`config.mk`:
```
export PLATFORM = sky130hd
export DESIGN_NAME = alu_sequencer_flat
export DESIGN_NICKNAME = d
export VERILOG_FILES = /design/src/rtl/alu_sequencer_if.sv /design/src/rtl/alu_sequencer.sv /design/src/flat_wrapper.sv
export SDC_FILE = /design/constraint.sdc
export NUM_CORES = 1
export LEC_CHECK = 0
export ABC_AREA = 1
export BUFFER_PORTS_ARGS = -buffer_cell sky130_fd_sc_hd__buf_2
export CORE_MARGIN = 2
export CORE_UTILIZATION = 56
export CTS_CLUSTER_DIAMETER = 40
export DETAILED_ROUTE_END_ITERATION = 10
export GPL_TIMING_DRIVEN = 1
export HOLD_SLACK_MARGIN = 0.03
export PLACE_DENSITY = 0.78
export SLEW_MARGIN = 20
export SYNTH_ARGS = -nofsm -noshare
export SYNTH_HDL_FRONTEND = slang
export SYNTH_SLANG_ARGS = --single-unit
```
`constraint.sdc`:
```
create_clock -name clk -period 2.7 [get_ports clk]
set_clock_uncertainty 0.15 [all_clocks]
set_input_delay 0.27 -clock clk [delete_from_list [all_inputs] [get_ports clk]]
set_output_delay 0.27 -clock clk [all_outputs]
set_load 0.05 [all_outputs]
```
`src/rtl/alu_sequencer_if.sv`:
```
// Request/response and ALU-side signal bundle for the multi-cycle ALU sequencer.
// The slave modport is the sequencer; the master modport is the requester plus ALU.
interface alu_sequencer_if;
    logic       start;
    logic       op;
    logic [7:0] opa;
    logic [7:0] opb;
    logic       busy;
    logic       done;
    logic [7:0] result;
    logic [7:0] rem;
    logic       err;
    logic [1:0] alu_ctl;
    logic [7:0] alu_a;
    logic [7:0] alu_b;
    logic [7:0] alu_out;
    logic       alu_zero;

    modport master (
        output start, op, opa, opb, alu_out, alu_zero,
        input  busy, done, result, rem, err, alu_ctl, alu_a, alu_b
    );

    modport slave (
        input  start, op, opa, opb, alu_out, alu_zero,
        output busy, done, result, rem, err, alu_ctl, alu_a, alu_b
    );
endinterface

```
`src/rtl/alu_sequencer.sv`:
```
// Sequencing master for the 8-bit ALU: shift-add multiply and repeated-subtract
// divide, issuing one ALU operation per clock.
module alu_sequencer (
    input  logic           clk,
    input  logic           rst,
    alu_sequencer_if.slave bus
);
    typedef enum logic [2:0] {IDLE, MUL, DCMP, DSUB, DONE} state_t;

    localparam logic [1:0] ALU_ADD = 2'd0;
    localparam logic [1:0] ALU_SUB = 2'd1;
    localparam logic [1:0] ALU_SLT = 2'd2;

    state_t     state_q, state_d;
    logic [7:0] acc_q, acc_d;
    logic [7:0] mcand_q, mcand_d;
    logic [7:0] mplier_q, mplier_d;
    logic [7:0] divisor_q, divisor_d;
    logic [7:0] r_q, r_d;
    logic [7:0] q_q, q_d;
    logic [2:0] cnt_q, cnt_d;
    logic [7:0] result_q, result_d;
    logic [7:0] rem_q, rem_d;
    logic       err_q, err_d;
    logic [1:0] alu_ctl;
    logic [7:0] alu_a;
    logic [7:0] alu_b;

    always_ff @(posedge clk or posedge rst) begin
        if (rst) begin
            state_q   <= IDLE;
            acc_q     <= '0;
            mcand_q   <= '0;
            mplier_q  <= '0;
            divisor_q <= '0;
            r_q       <= '0;
            q_q       <= '0;
            cnt_q     <= '0;
            result_q  <= '0;
            rem_q     <= '0;
            err_q     <= 1'b0;
        end else begin
            state_q   <= state_d;
            acc_q     <= acc_d;
            mcand_q   <= mcand_d;
            mplier_q  <= mplier_d;
            divisor_q <= divisor_d;
            r_q       <= r_d;
            q_q       <= q_d;
            cnt_q     <= cnt_d;
            result_q  <= result_d;
            rem_q     <= rem_d;
            err_q     <= err_d;
        end
    end

    always_comb begin
        state_d   = state_q;
        acc_d     = acc_q;
        mcand_d   = mcand_q;
        mplier_d  = mplier_q;
        divisor_d = divisor_q;
        r_d       = r_q;
        q_d       = q_q;
        cnt_d     = cnt_q;
        result_d  = result_q;
        rem_d     = rem_q;
        err_d     = err_q;
        alu_ctl   = ALU_ADD;
        alu_a     = '0;
        alu_b     = '0;

        case (state_q)
            IDLE: begin
                if (bus.start) begin
                    err_d = 1'b0;
                    if (!bus.op) begin
                        acc_d    = '0;
                        mcand_d  = bus.opa;
                        mplier_d = bus.opb;
                        cnt_d    = '0;
                        state_d  = MUL;
                    end else if (bus.opb == 8'd0 || bus.opa[7] || bus.opb[7]) begin
                        // Zero or negative operands cannot be handled by repeated subtraction.
                        result_d = 8'hFF;
                        rem_d    = bus.opa;
                        err_d    = 1'b1;
                        state_d  = DONE;
                    end else begin
                        r_d       = bus.opa;
                        q_d       = '0;
                        divisor_d = bus.opb;
                        state_d   = DCMP;
                    end
                end
            end
            MUL: begin
                alu_ctl  = ALU_ADD;
                alu_a    = acc_q;
                alu_b    = mcand_q;
                if (mplier_q[0]) begin
                    acc_d = bus.alu_out;
                end
                mcand_d  = mcand_q << 1;
                mplier_d = mplier_q >> 1;
                cnt_d    = cnt_q + 3'd1;
                if (cnt_q == 3'd7) begin
                    result_d = mplier_q[0] ? bus.alu_out : acc_q;
                    rem_d    = '0;
                    state_d  = DONE;
                end
            end
            DCMP: begin
                alu_ctl = ALU_SLT;
                alu_a   = r_q;
                alu_b   = divisor_q;
                if (bus.alu_out[0]) begin
                    result_d = q_q;
                    rem_d    = r_q;
                    state_d  = DONE;
                end else begin
                    state_d = DSUB;
                end
            end
            DSUB: begin
                alu_ctl = ALU_SUB;
                alu_a   = r_q;
                alu_b   = divisor_q;
                r_d     = bus.alu_out;
                q_d     = q_q + 8'd1;
                // A zero difference means an exact division; skip the final compare.
                if (bus.alu_zero) begin
                    result_d = q_q + 8'd1;
                    rem_d    = '0;
                    state_d  = DONE;
                end else begin
                    state_d = DCMP;
                end
            end
            DONE: begin
                state_d = IDLE;
            end
            default: begin
                state_d = IDLE;
            end
        endcase
    end

    assign bus.busy    = (state_q == MUL) || (state_q == DCMP) || (state_q == DSUB);
    assign bus.done    = (state_q == DONE);
    assign bus.result  = result_q;
    assign bus.rem     = rem_q;
    assign bus.err     = err_q;
    assign bus.alu_ctl = alu_ctl;
    assign bus.alu_a   = alu_a;
    assign bus.alu_b   = alu_b;
endmodule

```
`src/flat_wrapper.sv`:
```
// flat-port wrapper written by rule: the top's interface ports become plain ports
module alu_sequencer_flat 
  (clk, rst, bus_start, bus_op, bus_opa, bus_opb, bus_alu_out, bus_alu_zero, bus_busy, bus_done, bus_result, bus_rem, bus_err, bus_alu_ctl, bus_alu_a, bus_alu_b);
  alu_sequencer_if bus_i ();
  input  logic clk;
  input  logic rst;
  input wire logic [$bits(bus_i.start)-1:0] bus_start;
  input wire logic [$bits(bus_i.op)-1:0] bus_op;
  input wire logic [$bits(bus_i.opa)-1:0] bus_opa;
  input wire logic [$bits(bus_i.opb)-1:0] bus_opb;
  input wire logic [$bits(bus_i.alu_out)-1:0] bus_alu_out;
  input wire logic [$bits(bus_i.alu_zero)-1:0] bus_alu_zero;
  output wire logic [$bits(bus_i.busy)-1:0] bus_busy;
  output wire logic [$bits(bus_i.done)-1:0] bus_done;
  output wire logic [$bits(bus_i.result)-1:0] bus_result;
  output wire logic [$bits(bus_i.rem)-1:0] bus_rem;
  output wire logic [$bits(bus_i.err)-1:0] bus_err;
  output wire logic [$bits(bus_i.alu_ctl)-1:0] bus_alu_ctl;
  output wire logic [$bits(bus_i.alu_a)-1:0] bus_alu_a;
  output wire logic [$bits(bus_i.alu_b)-1:0] bus_alu_b;
  assign bus_i.start = bus_start;
  assign bus_i.op = bus_op;
  assign bus_i.opa = bus_opa;
  assign bus_i.opb = bus_opb;
  assign bus_i.alu_out = bus_alu_out;
  assign bus_i.alu_zero = bus_alu_zero;
  assign bus_busy = bus_i.busy;
  assign bus_done = bus_i.done;
  assign bus_result = bus_i.result;
  assign bus_rem = bus_i.rem;
  assign bus_err = bus_i.err;
  assign bus_alu_ctl = bus_i.alu_ctl;
  assign bus_alu_a = bus_i.alu_a;
  assign bus_alu_b = bus_i.alu_b;
  alu_sequencer u_core (.clk(clk), .rst(rst), .bus(bus_i));
endmodule
```
# Word level (Yosys, flattened, before mapping)
# Cells that the tools add are included.
# classes
add_sub_neg,2
n_eq_ne,13
muxes,47
bitwise,1
n_reduce_logical,16
# ops
operator,n
2-to-1 mux 8 bit,25
one-hot mux 8 bit (2 select lines),7
one-hot mux 8 bit (4 select lines),2
2-to-1 mux 3 bit,8
!= test 2 bit (second input constant),6
one-hot mux 3 bit (4 select lines),1
adder 8 x 1 -> 8 bit (second input constant),1
logical NOT 8 bit,1
AND reduction 4 bit,2
AND reduction 7 bit,1
== test 3 x 2 -> 1 bit (second input constant),2
== test 3 bit (second input constant),2
one-hot mux 3 bit (2 select lines),1
logical OR 1 bit,4
!= test 2 x 1 -> 1 bit (second input constant),2
one-hot mux 2 bit (2 select lines),1
AND reduction 2 bit,2
nonzero test 2 bit,2
nonzero test 4 bit,1
adder 3 x 1 -> 3 bit (second input constant),1
== test 3 x 1 -> 1 bit (second input constant),1
logical NOT 3 bit,1
AND reduction 3 bit,1
2-to-1 mux 1 bit,2
2 further kinds,2
# totals
ff_bits,71
input_bits,29
out_inout_bits,37
word_cells,90

# Longest topological paths before layout
# Gate-level depths: netlist of run 1.
# depth
word_depth,7
ltp_mapped,10
depth_no_buf,10

# Worst setup path after synthesis of run 1
# OpenSTA, ideal clock, no wires.
# synth_timing
path_kind,flip-flop to output port
from,reg u_core.state_q[2]
to,out bus_alu_b[7]
arrival_ns,1.980
required_time_ns,2.280
slack_ns,0.300
stages_incl_launch_ff,5
n_path_buf,1
cell_sequence,dfrtp_1 inv_2 buf_2 nand2_1 o21ai_0
# synth_between
elab_chain_cells,3
word_cells_on_any_way,5
classes_between,eq/ne: 3; mux: 1; reduce/logical: 1
# synth_rtl
item,line,source
from (decl),alu_sequencer.sv:14,"state_t state_q, state_d;"
from (signal assigned),alu_sequencer.sv:43,state_q <= state_d;
== test 3 x 2 -> 1 bit,alu_sequencer.sv:73,case (state_q)
OR reduction 2 bit (no source line),--,
one-hot mux 8 bit (2 select lines) *,alu_sequencer.sv:73,
to (decl),flat_wrapper.sv:20,output wire logic [$bits(bus_i.alu_b)-1:0] bus_alu_b;
# Every way passes the cells marked *; elsewhere a longest branch is shown, timed or not.

# Worst setup path after layout of run 1
# layout_timing
from,reg u_core.state_q[2]
to,out bus_alu_b[2]
# Same word-level chain as after synthesis.

==> summary.txt, run 1 <==
Via Count: 3720
Sequential power share: 32.6%
Largest net degree at the start of global routing: 45
Hold Crit Depth: 3
Slowest cell delay on critical path: 0.44 ns
Reg2reg start: u_core.state_q[1]$_DFFE_PP0P_
Clk root buf: clkbuf_8
Vias in the first global route: 3455
CORE AREA: 6390 sq um
Die Y: 85.5 um
CP endpoint: bus_alu_b[2]
CTS tree: yes
Yosys top cell by area: dfrtp_1
Avg Vias per Cell: 5.72
Mapped cell area: 3720 sq um
FF-to-FF setup slack: 0.50 ns
RSZ-0062 raised after global routing: false
Simple-gate share of the synthesized area: 28.7%
IO buf count: 65
Most frequent cells in the layout: 169 x nand2_1, 71 x dfrtp_1, 65 x buf_2
Post-Synthesis Cells: 497
CP Launch Point: u_core.state_q[2]$_DFFE_PP0P_
Worst path cell trace: inv_2 -> nand2_1 -> nor2_2 -> nand2_1 -> nand2_1 -> buf_2
Total area of sequential cells: 1780 sq um
Top-Level Pins: 66
Post-CTS Hold Buffers: 6
Status: finished clean
Initial drt markers: 392
Area share of fa/ha/maj cells after synthesis: 1.01%
Core Rows: 29
Yosys reg bits: 71
Routability cong.: 0.952
RR Endpoint: u_core.mcand_q[3]$_DFFE_PP0P_
Multi-input gate area: 1610 sq um
Crit. End Element: output pin
CTS H-tree depth: 3
Power per standard cell area: 1290 nW/um^2
Slowest CP cell: dfrtp_1
Die ar.: 7310 sq um
Post-synth top area share: 47.8%
Compound-Gate Fraction of Synth Area: 13.2%
Post-layout instance area: 4440 sq um
Setup violators final: 0
Post-CTS sizing: 0
Number of nets in the layout: 600
Syn avg cell area: 7.48 sq um
Share of cells above drive strength 1: 18.7%
Initial antenna violation count: 0
Synth unique cells: 31
Post-CTS Setup Bufs: 0
Synth Warn #: 0
Number of buffers created by CTS: 9
Slew @ Worst Pin: 0.620 ns
Largest family of logic cells by synthesized area: simple AND/OR/NAND/NOR gates
Drt total wl: 10300 um
Pre-CTS setup slack: 0.586 ns
Worst r2r path cells: 8
Internal: 0.00293 W
Global route total overflow: 0
Worst hold-check path type: primary input to register
Startpoint types: register
Clk buf depth: 2
Worst path required time: 2.28 ns
Seq/Total Area, Yosys: 47.8%
Synth Area in XOR/XNOR: 0.235%
Final min period: 2.43 ns
First-pass GRT wire length: 16700 um
Arrival @ worst endpoint: 2.01 ns
Detailed placement HPWL: 7280 um
# fillers: 552
Switching power share of the total: 48.8%
Final hold viol count: 0
Critical path class: register to output pin
CP dominant cell by count: nand2_1
Fin crit share: 90.1%
Setup TNS: 0 ns
Max frequency: 411 MHz
Synth Net Count: 529
Die Span X: 85.5 um
Critical Path Fanout Max: 15
Main area contributors after synthesis: dfrtp_1 48%, nand2_1 17%, inv_1 6.0%
Worst setup margin: 0.268 ns
Routed Antenna Nets: 0
LEAKAGE: 2.37 nW
Worst-path clk slew: 0.08 ns
Multiplexer share of the synthesized area: 0%
Overall routing resource usage: 29.4%
Syn-to-layout area delta: 19.3%
TritonCTS Sinks: 71
Power share of the combinational group: 49.0%
P_sw: 0.00278 W
Worst IR Drop VDD: 0.934 mV
Clk pwr share: 18.4%
# diodes: 0
Placed cell area: 4130 sq um
Max-Cap Viols: 0
Worst relative slew slack: 58.6%
Skew-Pair Late Insertion Delay: 0.36 ns
DRT Pass-1 Iters: 6
DR WL/cell: 15.8 um
Initial Utilization: 58.2%
Most common cell after layout, fill and taps aside: nand2_1
Remaining DRCs: 0
Slew Viols, Final: 0
## Yosys cell counts
| master | instances |
|---|---|
| a31oi_1 | 8 |
| nor3_1 | 2 |
| buf_6 | 1 |
| nand2_2 | 4 |
| buf_4 | 2 |
| a21oi_1 | 5 |
| nand3_2 | 1 |
| o211ai_1 | 7 |
| nand3_1 | 43 |
| o31ai_1 | 1 |
| dfrtp_1 | 71 |
| nor2_4 | 1 |
| buf_1 | 1 |
| xnor2_1 | 1 |
| inv_2 | 4 |
| o21bai_1 | 3 |
| buf_2 | 11 |
| clkbuf_1 | 5 |
| o21ai_2 | 1 |
| inv_1 | 59 |
| nor2_2 | 3 |
| o21ai_0 | 34 |
| nand3b_1 | 1 |
| o21ai_1 | 7 |
| ha_1 | 3 |
| nand4_2 | 1 |
| o22ai_1 | 16 |
| a22o_1 | 2 |
| nor2_1 | 26 |
| nand2_1 | 169 |
| nand4_1 | 4 |
## worst min-delay path by stage
stage          slack, ns                         endpoint           start
5_1_grt             0.03  u_core.divisor_q[5]$_DFFE_PP0P_      bus_opb[5]
4_1_cts             0.04  u_core.divisor_q[5]$_DFFE_PP0P_      bus_opb[5]
3_5_place_dp        0.23    u_core.mcand_q[5]$_DFFE_PP0P_             rst
2_1_floorplan       0.24        u_core.r_q[7]$_DFFE_PP0P_  bus_alu_out[7]
3_3_place_gp        0.22    u_core.mcand_q[2]$_DFFE_PP0P_             rst
6_report            0.05  u_core.divisor_q[5]$_DFFE_PP0P_      bus_opb[5]
## critical path, delay by kind of cell (launching register included)
family	cells	cell delay, ns
buffers and inverters	2	0.49
flip-flops	1	0.44
AND/OR/NAND/NOR	4	0.73
## power groups by stage
| stage | logic (W) | clock network [W] | registers [W] |
|---|---|---|---|
| 2_1_floorplan | 0.00171 | 0 | 0.00221 |
| 3_3_place_gp | 0.00270 | 0 | 0.00185 |
| 3_5_place_dp | 0.00276 | 0 | 0.00187 |
| 4_1_cts | 0.00278 | 0.00106 | 0.00185 |
| 5_1_grt | 0.00307 | 0.00110 | 0.00192 |
| 6_report | 0.00280 | 0.00105 | 0.00186 |
## layout make-up
class | instances | share of cell area, %
inverter | 63 | 5.33
multi-input combinational | 343 | 36.2
tap | 77 | 2.17
timing repair buffer | 80 | 10.8
clock buffer | 9 | 2.79
clock inverter | 7 | 2.73
sequential | 71 | 40.0
## metal layers
metal / track usage [%] / wire length (um) / vias up / share of wire (%)
met5: 0 / 0 / - / 0
met4: 11.0 / 256 / 0 / 2.5
met3: 5.87 / 816 / 30 / 7.9
met2: 46.2 / 4730 / 194 / 46
met1: 40.8 / 4480 / 1738 / 44
li1: - / - / 1758 / -
## flip-flops by register name (all words and copies together) (netlist names)
| signal | flops |
|---|---|
| u_core.acc_q | 8 |
| u_core.bus.err | 1 |
| u_core.bus.rem | 8 |
| u_core.bus.result | 8 |
| u_core.cnt_q | 3 |
| u_core.divisor_q | 8 |
| u_core.mcand_q | 8 |
| u_core.mplier_q | 8 |
| u_core.q_q | 8 |
| u_core.r_q | 8 |
| u_core.state_q | 3 |
## cell families (layout without fill, tap and decap cells)
| family | count (synthesis) | after routing |
|---|---|---|
| adders and majority gates | 3 | 3 |
| and+or+nand+nor | 255 | 255 |
| xor gates and xnor gates | 1 | 1 |
| DFF | 71 | 71 |
| buffers and inverters | 83 | 159 |
| AOI/OAI and AO/OA | 84 | 84 |
## stage by stage
| step | std cells | util [%] | power [W] | hold WS [ns] |
|---|---|---|---|---|
| after detailed placement | 628 | 64.7 | 0.00463 | 0.229 |
| after floorplan | 497 | - | 0.00392 | 0.237 |
| after global routing | 650 | 69.5 | 0.00608 | 0.0348 |
| after CTS | 650 | 69.5 | 0.00569 | 0.0362 |
| after global placement | 628 | 64.7 | 0.00454 | 0.217 |
| final | 650 | 69.5 | 0.00571 | 0.0454 |
No activity file was read; power rests on OpenSTA's default activity.
==> run 2, diff against run 1 <==
--- a/config.mk
+++ b/config.mk
@@ -6,14 +6,14 @@
 export NUM_CORES = 1
 export LEC_CHECK = 0
 export ABC_AREA = 1
-export BUFFER_PORTS_ARGS = -buffer_cell sky130_fd_sc_hd__buf_2
 export CORE_MARGIN = 2
-export CORE_UTILIZATION = 56
+export CORE_UTILIZATION = 68
 export CTS_CLUSTER_DIAMETER = 40
 export DETAILED_ROUTE_END_ITERATION = 10
+export DONT_BUFFER_PORTS = 1
 export GPL_TIMING_DRIVEN = 1
 export HOLD_SLACK_MARGIN = 0.03
-export PLACE_DENSITY = 0.78
+export PLACE_DENSITY = 0.82
 export SLEW_MARGIN = 20
 export SYNTH_ARGS = -nofsm -noshare
 export SYNTH_HDL_FRONTEND = slang
==> constraint.sdc (replaced) <==
create_clock -name clk -period 3.15 [get_ports clk]
set_clock_uncertainty 0.15 [all_clocks]
set_input_delay 0.315 -clock clk [delete_from_list [all_inputs] [get_ports clk]]
set_output_delay 0.315 -clock clk [all_outputs]
set_load 0.05 [all_outputs]
==> summary.txt, run 2 (same netlist as run 1, synthesis figures left out) <==
Setup violators final: 0
Core Rows: 26
Most frequent cells in the layout: 169 x nand2_1, 71 x dfrtp_1, 58 x inv_1
Status: finished clean
# diodes: 0
Via Count: 3558
Post-CTS Setup Bufs: 0
Placed cells: 563
Setup TNS: 0 ns
Skew-Pair Late Insertion Delay: 0.35 ns
Hold Crit Endpoint: u_core.mplier_q[3]$_DFFE_PP0P_
DR WL/cell: 16.6 um
DRT Pass-1 Iters: 5
WL met3: 1130 um
Die Span X: 78.0 um
CORE AREA: 5200 sq um
Worst relative slew slack: 40.1%
Max-Cap Viols: 0
Slew Viols, Final: 0
Initial drt markers: 515
Avg Vias per Cell: 5.98
Most common cell after layout, fill and taps aside: nand2_1
# fillers: 360
Fin crit share: 81.0%
Critical Path Fanout Max: 22
CTS H-tree depth: 3
Final min period: 2.55 ns
RR Endpoint: u_core.r_q[7]$_DFFE_PP0P_
Max frequency: 392 MHz
Initial antenna violation count: 0
Startpoint types: register
Worst hold-check path type: primary input to register
LEAKAGE: 2.13 nW
Largest net degree at the start of global routing: 72
Remaining DRCs: 0
Worst r2r path cells: 8
Post-CTS sizing: 0
Initial Utilization: 71.5%
Hold Crit Depth: 2
Slew @ Worst Pin: 0.894 ns
CTS tree: yes
Slowest CP cell: dfrtp_1
Number of buffers created by CTS: 9
Arrival @ worst endpoint: 2.09 ns
Die ar.: 6080 sq um
Hold_sp: bus_opb[3]
Global route total overflow: 0
Overall routing resource usage: 35.1%
Worst path required time: 2.68 ns
Routability cong.: 0.926
TritonCTS Sinks: 71
IO buf count: 0
Placed cell area: 3840 sq um
Worst path cell trace: inv_2 -> nand2_1 -> nor2_2 -> buf_4 -> nand2_1 -> nand2_1
Detailed placement HPWL: 6700 um
CP dominant cell by count: nand2_1
Die Y: 78.0 um
Highest Signal Layer: met4
Top-Level Pins: 66
Post-CTS Hold Buffers: 17
Clk root buf: clkbuf_8
Routed Antenna Nets: 0
Number of nets in the layout: 553
Routed met2 length: 4400 um
Metal-1 WL: 4080 um
Post-layout instance area: 4190 sq um
Vias in the first global route: 3371
FF-to-FF setup slack: 0.83 ns
Reg2reg start: u_core.state_q[1]$_DFFE_PP0P_
Crit. End Element: output pin
Worst IR Drop VDD: 0.988 mV
Worst-path clk slew: 0.07 ns
Syn-to-layout area delta: 12.6%
Power per standard cell area: 1080 nW/um^2
Final hold viol count: 0
Drt total wl: 9870 um
Tot Pwr: 0.00452 W
RSZ-0062 raised after global routing: false
Share of cells above drive strength 1: 9.71%
Critical path class: register to output pin
Slowest cell delay on critical path: 0.46 ns
Clk buf depth: 2
First-pass GRT wire length: 16300 um
Non-filler cells, final: 595
run 2: cell count changes in the layout (fill, tap and decap cells not counted), moves of 2 or more:
| cell | change |
|---|---|
| clkbuf_8 | +3 |
| buf_4 | +9 |
| clkinv_4 | -3 |
| buf_2 | -65 |
| nor2_1 | -2 |
| nor2_2 | +2 |
| dlygate4sd3_1 | +11 |
| bufinv_16 | -3 |
| buf_12 | -2 |
run 2: worst max-delay path by stage:
stage | from | end | cells past startpoint
2_1_floorplan | u_core.state_q[2]$_DFFE_PP0P_ | bus_alu_b[7] | 4
3_3_place_gp | u_core.state_q[1]$_DFFE_PP0P_ | u_core.q_q[4]$_DFFE_PP0P_ | 8
3_5_place_dp | u_core.state_q[1]$_DFFE_PP0P_ | u_core.r_q[1]$_DFFE_PP0P_ | 8
4_1_cts | u_core.state_q[2]$_DFFE_PP0P_ | bus_alu_b[2] | 6
5_1_grt | u_core.state_q[2]$_DFFE_PP0P_ | bus_alu_b[2] | 6
6_report | u_core.state_q[2]$_DFFE_PP0P_ | bus_alu_b[2] | 6
run 2: critical path: cells and delay by family (launching register included):
family	cells	cell delay, ns
simple gates	4	0.78
buf+inv	2	0.50
flops	1	0.46
run 2: cell type report:
cell class              count  area [sq um]  area share (%)
flip-flops and latches     71          1780            42.4
clock inverters             3          17.5           0.418
repair buffers             33           290            6.93
well taps                  70          87.6            2.09
inverters                  63           236            5.65
multi-input cells         343          1620            38.6
clock buffers              12           165            3.94
run 2: where the power goes:
group | switching, W | internal, W
Combinational | 0.00131 | 0.000533
Sequential | 0.000669 | 0.00132
Clock | 0.000346 | 0.000343
Total | 0.00232 | 0.00220
run 2: per-stage QoR:
step                setup WS (ns)  hold slack [ns]  util (%)
floorplan                   0.705            0.282         -
global placement             1.02            0.290      73.7
detailed placement          0.920            0.290      73.7
CTS                         0.636           0.0355      80.5
global route                0.470           0.0363      80.5
finish                      0.600           0.0335      80.5
run 2: per-layer routing:
layer,track usage [%],vias to the layer above
met4,12.1,0
met1,51.1,1645
li1,-,1658
met3,9.07,32
met2,51.6,223
met5,0,-
